$ cat src/rtl/ku040_rst_seq.sv
// ku040_rst_seq: reset / clock bring-up sequencer for the KU040 board clocking.
// Pulses the MMCM reset, waits for lock with a retry timeout, then releases
// GT_RST and USER_RST in order once lock has been stable. Any lock loss
// restarts the sequence.
// Optional feature: define KU040_RST_SEQ_FAIL_EN to add a terminal FAIL state
// entered once RETRY_CNT reaches MAX_RETRY.
module ku040_rst_seq #(
   parameter int unsigned RST_CYCLES    = 255,
   parameter int unsigned LOCK_TIMEOUT  = 50000,
   parameter int unsigned SETTLE_CYCLES = 1024,
   parameter int unsigned GT_TO_USER    = 64,
   parameter int unsigned MAX_RETRY     = 8
) (
   input  logic       CLK250,
   input  logic       RST_N,
   input  logic       SOFT_RST,
   input  logic       DCM_LOCKED,
   output logic       DCM_RST,
   output logic       GT_RST,
   output logic       USER_RST,
   output logic       READY,
   output logic       FAIL,
   output logic [3:0] RETRY_CNT
);

   localparam logic [15:0] LD_RST    = 16'(RST_CYCLES - 1);
   localparam logic [15:0] LD_LOCK   = 16'(LOCK_TIMEOUT - 1);
   localparam logic [15:0] LD_SETTLE = 16'(SETTLE_CYCLES - 1);
   localparam logic [15:0] LD_GT     = 16'(GT_TO_USER - 1);

   if (MAX_RETRY < 1 || MAX_RETRY > 15 || RST_CYCLES < 1 || LOCK_TIMEOUT < 2 ||
       SETTLE_CYCLES < 1 || GT_TO_USER < 1 || RST_CYCLES > 65535 ||
       LOCK_TIMEOUT > 65535 || SETTLE_CYCLES > 65535 || GT_TO_USER > 65535) begin : g_bad_params
      $error("ku040_rst_seq: parameter out of range");
   end

   typedef enum logic [2:0] {
      S_RESET,
      S_WAIT_LOCK,
      S_SETTLE,
      S_GT_REL,
      S_RUN
`ifdef KU040_RST_SEQ_FAIL_EN
      , S_FAIL
`endif
   } state_t;

   state_t      state, state_nxt;
   logic [15:0] cnt, cnt_nxt;
   logic [3:0]  retry_nxt, retry_inc;
   logic        lk_meta, lk;
   logic        dcm_rst_d, gt_rst_d, user_rst_d, ready_d;

   // Two-flop synchronizer for the asynchronous MMCM lock.
   always_ff @(posedge CLK250 or negedge RST_N) begin
      if (!RST_N) begin
         lk_meta <= 1'b0;
         lk      <= 1'b0;
      end else begin
         lk_meta <= DCM_LOCKED;
         lk      <= lk_meta;
      end
   end

   // Next-state, counter and retry logic: SOFT_RST > lock loss > counter expiry.
   always_comb begin
      state_nxt = state;
      cnt_nxt   = cnt;
      retry_nxt = RETRY_CNT;
      retry_inc = (RETRY_CNT == 4'hF) ? RETRY_CNT : RETRY_CNT + 4'd1;
      if (SOFT_RST) begin
         state_nxt = S_RESET;
         cnt_nxt   = LD_RST;
         retry_nxt = '0;
      end else begin
         unique case (state)
            S_RESET: begin
               if (cnt == '0) begin
                  state_nxt = S_WAIT_LOCK;
                  cnt_nxt   = LD_LOCK;
               end else begin
                  cnt_nxt = cnt - 16'd1;
               end
            end
            S_WAIT_LOCK: begin
               if (lk) begin
                  state_nxt = S_SETTLE;
                  cnt_nxt   = LD_SETTLE;
               end else if (cnt == '0) begin
                  retry_nxt = retry_inc;
`ifdef KU040_RST_SEQ_FAIL_EN
                  if (retry_inc == 4'(MAX_RETRY)) begin
                     state_nxt = S_FAIL;
                  end else begin
                     state_nxt = S_RESET;
                     cnt_nxt   = LD_RST;
                  end
`else
                  state_nxt = S_RESET;
                  cnt_nxt   = LD_RST;
`endif
               end else begin
                  cnt_nxt = cnt - 16'd1;
               end
            end
            S_SETTLE: begin
               if (!lk) begin
                  state_nxt = S_RESET;
                  cnt_nxt   = LD_RST;
               end else if (cnt == '0) begin
                  state_nxt = S_GT_REL;
                  cnt_nxt   = LD_GT;
               end else begin
                  cnt_nxt = cnt - 16'd1;
               end
            end
            S_GT_REL: begin
               if (!lk) begin
                  state_nxt = S_RESET;
                  cnt_nxt   = LD_RST;
               end else if (cnt == '0) begin
                  state_nxt = S_RUN;
                  retry_nxt = '0;
               end else begin
                  cnt_nxt = cnt - 16'd1;
               end
            end
            S_RUN: begin
               if (!lk) begin
                  state_nxt = S_RESET;
                  cnt_nxt   = LD_RST;
               end
            end
`ifdef KU040_RST_SEQ_FAIL_EN
            S_FAIL: begin
               state_nxt = S_FAIL;
            end
`endif
            default: begin
               state_nxt = S_RESET;
               cnt_nxt   = LD_RST;
            end
         endcase
      end
   end

   // Output decode from the next state, so the registered outputs always
   // match the state register they are loaded alongside.
   always_comb begin
      dcm_rst_d  = (state_nxt == S_RESET);
      gt_rst_d   = (state_nxt == S_RESET) || (state_nxt == S_WAIT_LOCK) ||
                   (state_nxt == S_SETTLE);
      user_rst_d = (state_nxt != S_RUN);
      ready_d    = (state_nxt == S_RUN);
`ifdef KU040_RST_SEQ_FAIL_EN
      if (state_nxt == S_FAIL) begin
         dcm_rst_d = 1'b1;
         gt_rst_d  = 1'b1;
      end
`endif
   end

   // State, counter, retry count and registered outputs.
   always_ff @(posedge CLK250 or negedge RST_N) begin
      if (!RST_N) begin
         state     <= S_RESET;
         cnt       <= LD_RST;
         RETRY_CNT <= '0;
         DCM_RST   <= 1'b1;
         GT_RST    <= 1'b1;
         USER_RST  <= 1'b1;
         READY     <= 1'b0;
      end else begin
         state     <= state_nxt;
         cnt       <= cnt_nxt;
         RETRY_CNT <= retry_nxt;
         DCM_RST   <= dcm_rst_d;
         GT_RST    <= gt_rst_d;
         USER_RST  <= user_rst_d;
         READY     <= ready_d;
      end
   end

`ifdef KU040_RST_SEQ_FAIL_EN
   // Registered FAIL flag, set only while parked in the FAIL state.
   always_ff @(posedge CLK250 or negedge RST_N) begin
      if (!RST_N) begin
         FAIL <= 1'b0;
      end else begin
         FAIL <= (state_nxt == S_FAIL);
      end
   end
`else
   assign FAIL = 1'b0;
`endif

endmodule

$ cat config.mk
export PLATFORM = sky130hd
export DESIGN_NAME = ku040_rst_seq
export DESIGN_NICKNAME = d
export VERILOG_FILES = /design/src/rtl/ku040_rst_seq.sv
export SDC_FILE = /design/constraint.sdc
export NUM_CORES = 1
export LEC_CHECK = 0
export BUFFER_PORTS_ARGS = -buffer_cell sky130_fd_sc_hd__buf_2
export CORE_ASPECT_RATIO = 1.1
export CORE_MARGIN = 2
export CORE_UTILIZATION = 64
export DETAILED_ROUTE_END_ITERATION = 10
export PLACE_DENSITY_LB_ADDON = 0.1
export RECOVER_POWER = 50
export SYNTH_ARGS = -nofsm -noshare
export SYNTH_HDL_FRONTEND = slang
export SYNTH_SLANG_ARGS = --single-unit
$ cat constraint.sdc
create_clock -name CLK250 -period 6.9 [get_ports CLK250]
set_input_delay 1.035 -clock CLK250 [delete_from_list [all_inputs] [get_ports CLK250]]
set_output_delay 1.035 -clock CLK250 [all_outputs]
set_load 0.01 [all_outputs]
==> out/results.ini, run 1 <==
[layout]
drive_gt1_share_pct=15.3
area_delta_synth_final_pct=5.07
n_antenna_cell=0
final_nets=222
stdcell_area_um2=1870

[route]
wl_mm=4.13
drtPass1Iterations=4
drc=0
drt_iter0_drc=62
ant_nets=0
viasPerCell=6.50
wl_per_cell_um=16.6
vias=1619

[clock_tree]
holdBufCountCts=0
clk-insertion-delay-late_ns=0.33
cts_buffers=5
cts_setup_buffers=0
clock_path_buffers=2
root_buffer=clkbuf_4
htreeDepth=2
cts_tree=yes
cts.clk_slew.worst_paths_ns=0.10
cts_sinks=29
cts_resized=0

[pwr]
max-vdd-ir-drop_uv=118
leakage_uw=0.000774
power_density_nw_per_um2=159

[outcome]
violations=max-capacitance violations, max-slew violations
status=finished with violations

[worst_setup_path]
crit_fanout=16
rr_startpoint=cnt[0]$_DFFE_PN0P_
cp_slowest_stage_delay_ns=0.70
reg2reg_depth=9
cp.required_ns=7.12
crit_type=register to register
r2r_slack_ns=3.74
r2r_end=cnt[11]$_DFFE_PN0P_
critPathArrivalTime_ns=3.38
cp_cell_sequence=inv_1, ha_1, or4b_1, or4_1, o31ai_4, nand2_2, clkinv_2, nor2_1, a221o_1
crit_slowest_cell=or4_1
startpoint_type=register
end_kind=register

[global_routing]
first_global_vias=1488
overflow=0
grt_max_degree=30
grt_pass1_wl_mm=6.88
antenna_found_initial=0
track_usage_pct=29.1

[yosys]
synth_area_leader_cell=dfrtp_1
syn_avg_cell_area_um2=8.49
synthFlopType=dfrtp_1
synth_warnings=0
synth_top_area_share_pct=26.8
synth_edf_count=0
syn-instance-count=209
ys_seq_elements=29
ys_types=47
synthesis.area_um2=1780
postSynth.asyncResetShare_pct=100
synth_fp_nets=216
ys_seq_area_share_pct=41.6
synth_area_leaders=dfrtp_1 27%, dfstp_2 15%, nor2_1 4.9%, nor3_1 4.5%, nand2_1 4.2%

[sta]
fin_hold_ws_ns=0.355
slew_headroom_pct=-3.37
max_freq_ghz=0.316
grt_setup_unrepaired=no
fin_skew_ns=0.0101
setup-tns-final_ns=0
tightest_slew_ns=1.55
setup_violations=0
slew_viol_final=30
fin_crit_sh_pct=45.8
fin_crit_ns=3.16
finalHoldViolCount=0

[floorplan]
die-area_um2=3210
die_y_um=59.2
pin_count=13
start_util_pct=65.7
placement_rows=20
die_w_um=54.2
core-area_um2=2700

[hold_path]
worstHoldStart=lk_meta$_DFF_PN0_
hold_class=register to register
hold_path_depth=0
min_to=lk$_DFF_PN0_

[placement]
place.gp.congestion=0.899
hpwl_mm=2.97
post_dp_cell_area_um2=1820
numPortBuffers=11

[run]
maxCapViolations=1

sequential cells by signal (all words and copies together) (netlist names):
name,flops
cnt,16
RETRY_CNT,4
state,3
DCM_RST,1
GT_RST,1
READY,1
USER_RST,1
lk,1
lk_meta,1
worst max-delay path, delay by kind of cell, from the launching register on:
family                     cells  cell delay, ns
and+or+nand+nor                4            1.50
adders and majority gates      1            0.16
buffers and inverters          2            0.37
AOI/OAI and AO/OA              2            0.60
DFF                            1            0.41
worst max-delay path by stage:
stage / end / from / depth (start not counted) / slack [ns]
final: cnt[11]$_DFFE_PN0P_ / cnt[0]$_DFFE_PN0P_ / 9 / 3.74
after global routing: cnt[11]$_DFFE_PN0P_ / cnt[0]$_DFFE_PN0P_ / 9 / 3.54
after CTS: cnt[11]$_DFFE_PN0P_ / cnt[0]$_DFFE_PN0P_ / 9 / 3.74
after detailed placement: cnt[11]$_DFFE_PN0P_ / cnt[0]$_DFFE_PN0P_ / 9 / 3.76
after global placement: cnt[11]$_DFFE_PN0P_ / cnt[0]$_DFFE_PN0P_ / 9 / 3.84
after floorplan: cnt[11]$_DFFE_PN0P_ / cnt[0]$_DFFE_PN0P_ / 10 / 4.22
layout by cell type, fill, tap and decap left out, drive strengths merged, types with 2 or more instances in the layout:
cell type | Yosys | layout
o2bb2ai | 2 | 2
o21a | 3 | 3
a211oi | 5 | 5
a22o | 3 | 3
or4 | 4 | 4
nor2b | 3 | 3
nor4b | 4 | 4
ha | 3 | 3
nand3 | 3 | 3
o21ai | 21 | 21
nor3 | 16 | 16
inv | 9 | 9
or3 | 3 | 3
xnor2 | 2 | 2
buf | 4 | 9
o22a | 2 | 2
dfstp | 10 | 10
nor4 | 6 | 6
clkinv | 2 | 4
clkbuf | 8 | 8
a221o | 2 | 2
dfrtp | 19 | 19
nor2 | 23 | 23
nand2 | 21 | 21
a21oi | 14 | 14
o31ai | 3 | 3
layer usage:
| layer | global-route usage, % | part of all wire, % | vias up |
|---|---|---|---|
| met5 | 0 | 0 | - |
| met4 | 13.9 | 3.1 | 0 |
| met3 | 5.81 | 5.4 | 16 |
| met2 | 44.1 | 48 | 61 |
| met1 | 39.5 | 44 | 771 |
| li1 | - | - | 771 |
logic make-up after synthesis:
| family | share of synthesized area [%] |
|---|---|
| DFF | 41.6 |
| xor gates and xnor gates | 0.987 |
| AOI/OAI and AO/OA | 23.5 |
| other | 0.211 |
| adders and majority gates | 2.11 |
| and+or+nand+nor | 26.1 |
| buffers and inverters | 5.50 |
through the flow:
step                      setup WS [ns]  cells  util [%]  total power, uW
after floorplan                    4.22    209         -              194
after global placement             3.84    241      67.2              200
after detailed placement           3.76    241      67.2              201
after CTS                          3.74    249      69.1              299
after global routing               3.54    249      69.0              311
final                              3.74    249      69.0              297
where the power goes:
group          total (uW)  switching, uW  internal, uW
registers             177           2.98           174
logic                21.5           14.0          7.57
clock network        98.8           60.1          38.7
total                 297           77.1           220
Yosys cell counts (3+ instances only):
library cell,instances
a211oi_1,5
a21oi_1,14
a22o_1,3
clkbuf_1,8
dfrtp_1,19
dfstp_2,10
ha_1,3
inv_1,8
nand2_1,20
nand3_1,3
nor2_1,23
nor2b_1,3
nor3_1,16
nor4_1,5
nor4b_1,4
o21a_1,3
o21ai_0,12
o21ai_1,9
or3_1,3
or4_1,4
cell type report:
class,count,area (um^2)
clock inverters,2,10.0
inverters,11,42.5
multi-input cells,157,940
fillers,228,837
well taps,33,41.3
flip-flops and latches,29,738
repair buffers,11,52.6
clock buffers,6,41.3
(Power assumes the default switching activity.)
==> run 2, diff against run 1 <==
ABC_AREA = 1   (was not set)
CORE_UTILIZATION = 55   (was 64)
clock period = 2.8 ns   (was 6.9 ns; I/O delays follow)
==> out/results.ini, run 2 <==
[clock_tree]
holdBufCountCts=0
cts.clk_slew.worst_paths_ns=0.07
cts_tree=yes
htreeDepth=2
root_buffer=clkbuf_8
clk-insertion-delay-late_ns=0.28
clock_path_buffers=2
cts_setup_buffers=0
cts_sinks=29
cts_buffers=5
cts_resized=0

[floorplan]
die_y_um=70.4
start_util_pct=56.5
core-area_um2=3900
pin_count=13
die_w_um=64.4
placement_rows=24
die-area_um2=4540

[sta]
fin_crit_ns=1.95
finalHoldViolCount=0
slew_viol_final=30
fin_crit_sh_pct=69.8
setup-tns-final_ns=0
max_freq_ghz=0.512
tightest_slew_ns=1.60
slew_headroom_pct=-6.68
setup_slack_ns=0.847
grt_setup_unrepaired=no
setup_violations=0
fin_skew_ns=0.00791

[global_routing]
grt_pass1_wl_mm=8.91
overflow=0
antenna_found_initial=0
grt_max_degree=30
track_usage_pct=25.8
first_global_vias=1986

[layout]
drive_gt1_share_pct=18.2
largest_register_ffs=16
final_nets=346
reg_top3=cnt x16, RETRY_CNT x4, state x3
final_common_cell=nand2_1
n_antenna_cell=0
largest-register=cnt
layout_common_cells=110 x nand2_1, 46 x nor2_1, 42 x inv_1
area_delta_synth_final_pct=9.47

[route]
drt_iter0_drc=136
drtPass1Iterations=4
ant_nets=0
vias=1968
viasPerCell=5.02
wl_mm=5.15
wl_per_cell_um=13.1
drc=0

[pwr]
leakage_uw=0.00141
power_density_nw_per_um2=425
fin_total_pwr_uw=1030
max-vdd-ir-drop_uv=242

[placement]
hpwl_mm=3.84
dp_worst_setup_slack_ns=0.865
numPortBuffers=11
place.gp.congestion=0.894

[yosys]
synth_edf_count=0
synth_area_leaders=dfrtp_1 22%, nand2_1 19%, dfstp_2 12%, nor2_1 7.8%, inv_1 7.1%
syn_avg_cell_area_um2=6.79
synth_top_area_share_pct=21.5
synth_warnings=0
synthAdderAreaFrac_pct=1.70
synth_area_leader_cell=dfrtp_1
syn-instance-count=325
synth_top_family_by_area=simple AND/OR/NAND/NOR gates
synth_simple_gate_area_share_pct=49.5
synth_common_cells=110 x nand2_1, 46 x nor2_1, 42 x inv_1
synthXorXnorAreaFrac_pct=1.98
ys_types=33
ys_seq_area_share_pct=33.4
ys_seq_elements=29
postSynth.asyncResetShare_pct=100
yosysMostFrequentCell=nand2_1
post_synth_mux_area_share_pct=0.454
synth_fp_nets=332
synthesis.area_um2=2210
synthFlopType=dfrtp_1
synth_compound_area_share_pct=3.29

[hold_path]
hold_class=input port to register

[worst_setup_path]
end_kind=register
startpoint_type=register
crit_fanout=10
crit_type=register to register
cp.required_ns=2.98
critPathArrivalTime_ns=2.13

[outcome]
status=finished with violations
violations=max-capacitance violations, max-slew violations

[run]
maxCapViolations=1

==> run 2: path summary, 6_finish.rpt <==
path / start / endpoint / slack (ns) / cells after the start
worst max-delay path: cnt[0]$_DFFE_PN0P_ / cnt[10]$_DFFE_PN0P_ / 0.85 / 11
worst min-delay path: DCM_LOCKED / lk_meta$_DFF_PN0_ / 0.25 / 1
worst max register to register: cnt[0]$_DFFE_PN0P_ / cnt[10]$_DFFE_PN0P_ / 0.85 / 11
worst min register to register: lk_meta$_DFF_PN0_ / lk$_DFF_PN0_ / 0.35 / 0
max in group asynchronous: RST_N / state[1]$_DFF_PN0_ / 1.33 / 1
min in group asynchronous: RST_N / RETRY_CNT[2]$_DFFE_PN0P_ / 0.53 / 1
==> run 2: critical path: stages (launching register included) <==
cell and delay, ns:
dfrtp_1 0.39, inv_1 0.17, ha_1 0.20, nand3_1 0.18, nor2_8 0.24, nand2_4 0.14, nand2_2 0.13, nand3_2 0.15
nand2_1 0.10, nand2_1 0.05, nand2_1 0.07, inv_1 0.03
==> run 2: metrics by stage <==
step / instances / hold WS [ns] / utilization [%] / cell area (um^2)
after floorplan: 325 / 0.124 / - / 2210
after global placement: 384 / 0.342 / 58.6 / 2290
after detailed placement: 384 / 0.340 / 58.6 / 2290
after CTS: 392 / 0.185 / 62.0 / 2420
after global routing: 392 / 0.239 / 61.9 / 2420
final: 392 / 0.245 / 61.9 / 2420
==> run 2: cell families (layout without fill, tap and decap cells) <==
family | count (synthesis) | in the layout
other | 1 | 1
xor gates and xnor gates | 5 | 5
muxes | 1 | 1
buffers and inverters | 48 | 63
adders and majority gates | 3 | 3
and+or+nand+nor | 226 | 226
DFF | 29 | 29
AOI/OAI and AO/OA | 12 | 12
==> run 2: layer usage <==
layer  wire, um  GRT usage, %  up-vias  part of all wire [%]
li1           -             -     1020                     -
met1       2280          30.4      896                    44
met2       2590          44.4       44                    50
met3        218          5.96        8                   4.2
met4         67          10.9        0                   1.3
met5          0             0        -                     0
==> run 2: final cells by class <==
class                           instances  area (um^2)
Clock buffer                            5         68.8
Fill cell                             369         1490
Tap cell                               52         65.1
Sequential cell                        29          738
Timing Repair Buffer                   11         51.3
Clock inverter                          3         65.1
Multi-Input combinational cell        248         1260
Inverter                               44          168
==> run 2: power by group <==
| group | switching (uW) | internal [uW] |
|---|---|---|
| combinational | 44.9 | 20.5 |
| clock | 171 | 353 |
| sequential | 7.49 | 430 |
| total | 223 | 803 |
==> run 3, diff against run 2 <==
CORE_UTILIZATION = 61   (was 55)
clock period = 1.9 ns   (was 2.8 ns; I/O delays follow)
==> out/results.ini, run 3 (same netlist as run 2, synthesis figures left out) <==
[floorplan]
die_y_um=67.1
core-area_um2=3410
placement_rows=22
die-area_um2=4120
start_util_pct=64.7
die_w_um=61.4
pin_count=13

[layout]
largest-register=cnt
drive_gt1_share_pct=20.7
final_common_cell=nand2_1
reg_top3=cnt x16, RETRY_CNT x4, state x3
layout_common_cells=110 x nand2_1, 46 x nor2_1, 41 x inv_1
largest_register_ffs=16
n_antenna_cell=0
finalNonFillerCells=395
fillers=322
area_delta_synth_final_pct=9.01
final_nets=353

[hold_path]
worstHoldStart=DCM_LOCKED
min_to=lk_meta$_DFF_PN0_
hold_path_depth=1
hold_class=input port to register

[global_routing]
grt_pass1_wl_mm=8.47
grt_max_degree=30
first_global_vias=1871
track_usage_pct=28.1
antenna_found_initial=0
overflow=0

[clock_tree]
htreeDepth=2
clk-insertion-delay-late_ns=0.34
cts_buffers=5
cts.clk_slew.worst_paths_ns=0.11
clock_path_buffers=2
cts_tree=yes
root_buffer=clkbuf_4
cts_sinks=29

[run]
maxCapViolations=0

[worst_setup_path]
end_kind=register
r2r_end=cnt[12]$_DFFE_PN0P_
reg2reg_depth=11
cp.required_ns=2.15
crit_type=register to register
rr_startpoint=cnt[0]$_DFFE_PN0P_
startpoint_type=register
r2r_slack_ns=0.13
critPathArrivalTime_ns=2.02
crit_fanout=10

[placement]
hpwl_mm=3.94
place.gp.congestion=0.921
numPortBuffers=11
dp_worst_setup_slack_ns=0.0536
dp_cells=385

[sta]
grt_setup_unrepaired=no
setup_slack_ns=0.133
tightest_slew_ns=0.717
fin_crit_sh_pct=93.0
fin_crit_ns=1.77
finalHoldViolCount=0
setup-tns-final_ns=0
slew_viol_final=0
setup_violations=0
fin_skew_ns=0.0178
slew_headroom_pct=52.2
max_freq_ghz=0.566

[route]
drtPass1Iterations=4
ant_nets=0
drc=0
wl_mm=5.01
wl_per_cell_um=12.7
viasPerCell=5.14
vias=2031
drt_iter0_drc=119

[pwr]
p_seq_share_pct=54.5
max-vdd-ir-drop_uv=418
fin_total_pwr_uw=1180
combPwrFrac_pct=8.3
p_int_uw=878
leakage_uw=0.00143
power_density_nw_per_um2=491
p_clk_share_pct=37.2
p_sw_share_pct=25.6
switching_power_uw=303

[outcome]
status=complete, no violations

-- run 3: power by group through the flow --
stage / combinational (uW) / clock (uW) / sequential, uW
3_3_place_gp: 93.2 / 0 / 654
3_5_place_dp: 96.6 / 0 / 655
5_1_grt: 113 / 470 / 646
6_report: 97.7 / 440 / 644
2_1_floorplan: 66.6 / 0 / 652
4_1_cts: 98.2 / 447 / 644
-- run 3: worst max-delay path, cell delays in order, from the launching register on --
cell     delay, ns
dfrtp_1       0.40
inv_2         0.10
ha_1          0.18
nand3_1       0.18
nor2_8        0.19
nand2_4       0.13
nand2_2       0.12
nand3_2       0.13
nand2_1       0.10
nand2_1       0.06
nand2_1       0.06
inv_1         0.03
-- run 3: metal layers --
metal  global-route usage, %  vias to the layer above  routed length [um]
li1                        -                     1036                   -
met1                    37.1                      928                2210
met2                    44.9                       59                2500
met3                    4.85                        8                 223
met4                    11.2                        0                  78
met5                       0                        -                   0
-- run 3: worst max path at each step --
stage | start | to
final | cnt[0]$_DFFE_PN0P_ | cnt[12]$_DFFE_PN0P_
after global placement | cnt[0]$_DFFE_PN0P_ | cnt[11]$_DFFE_PN0P_
after detailed placement | cnt[0]$_DFFE_PN0P_ | cnt[12]$_DFFE_PN0P_
after global routing | cnt[0]$_DFFE_PN0P_ | cnt[12]$_DFFE_PN0P_
after floorplan | cnt[0]$_DFFE_PN0P_ | cnt[13]$_DFFE_PN0P_
after CTS | cnt[0]$_DFFE_PN0P_ | cnt[12]$_DFFE_PN0P_
-- run 3: layout make-up --
type / instances / area [um^2] / share of cell area, %
Tap cell: 48 / 60.1 / 2.50
Sequential cell: 29 / 738 / 30.7
Clock inverter: 1 / 5.00 / 0.208
Clock buffer: 7 / 65.1 / 2.70
Timing Repair Buffer: 18 / 110 / 4.58
Inverter: 44 / 168 / 6.97
Multi-Input combinational cell: 248 / 1260 / 52.4
-- run 3: metrics by stage --
step,utilization [%],hold WS (ns),area [um^2]
floorplan,-,-0.0106,2210
global placement,67.9,0.343,2320
detailed placement,67.9,0.347,2320
CTS,70.3,0.0572,2400
global route,70.5,0.0515,2410
finish,70.5,0.0609,2410
-- run 3: repair_timing --
action                     4_1_cts  5_1_grt
buffers inserted                 0        1
hold buffers                     1        0
setup endpoints to repair        0       12
resized for setup                0        1
hold endpoints to repair        19        0
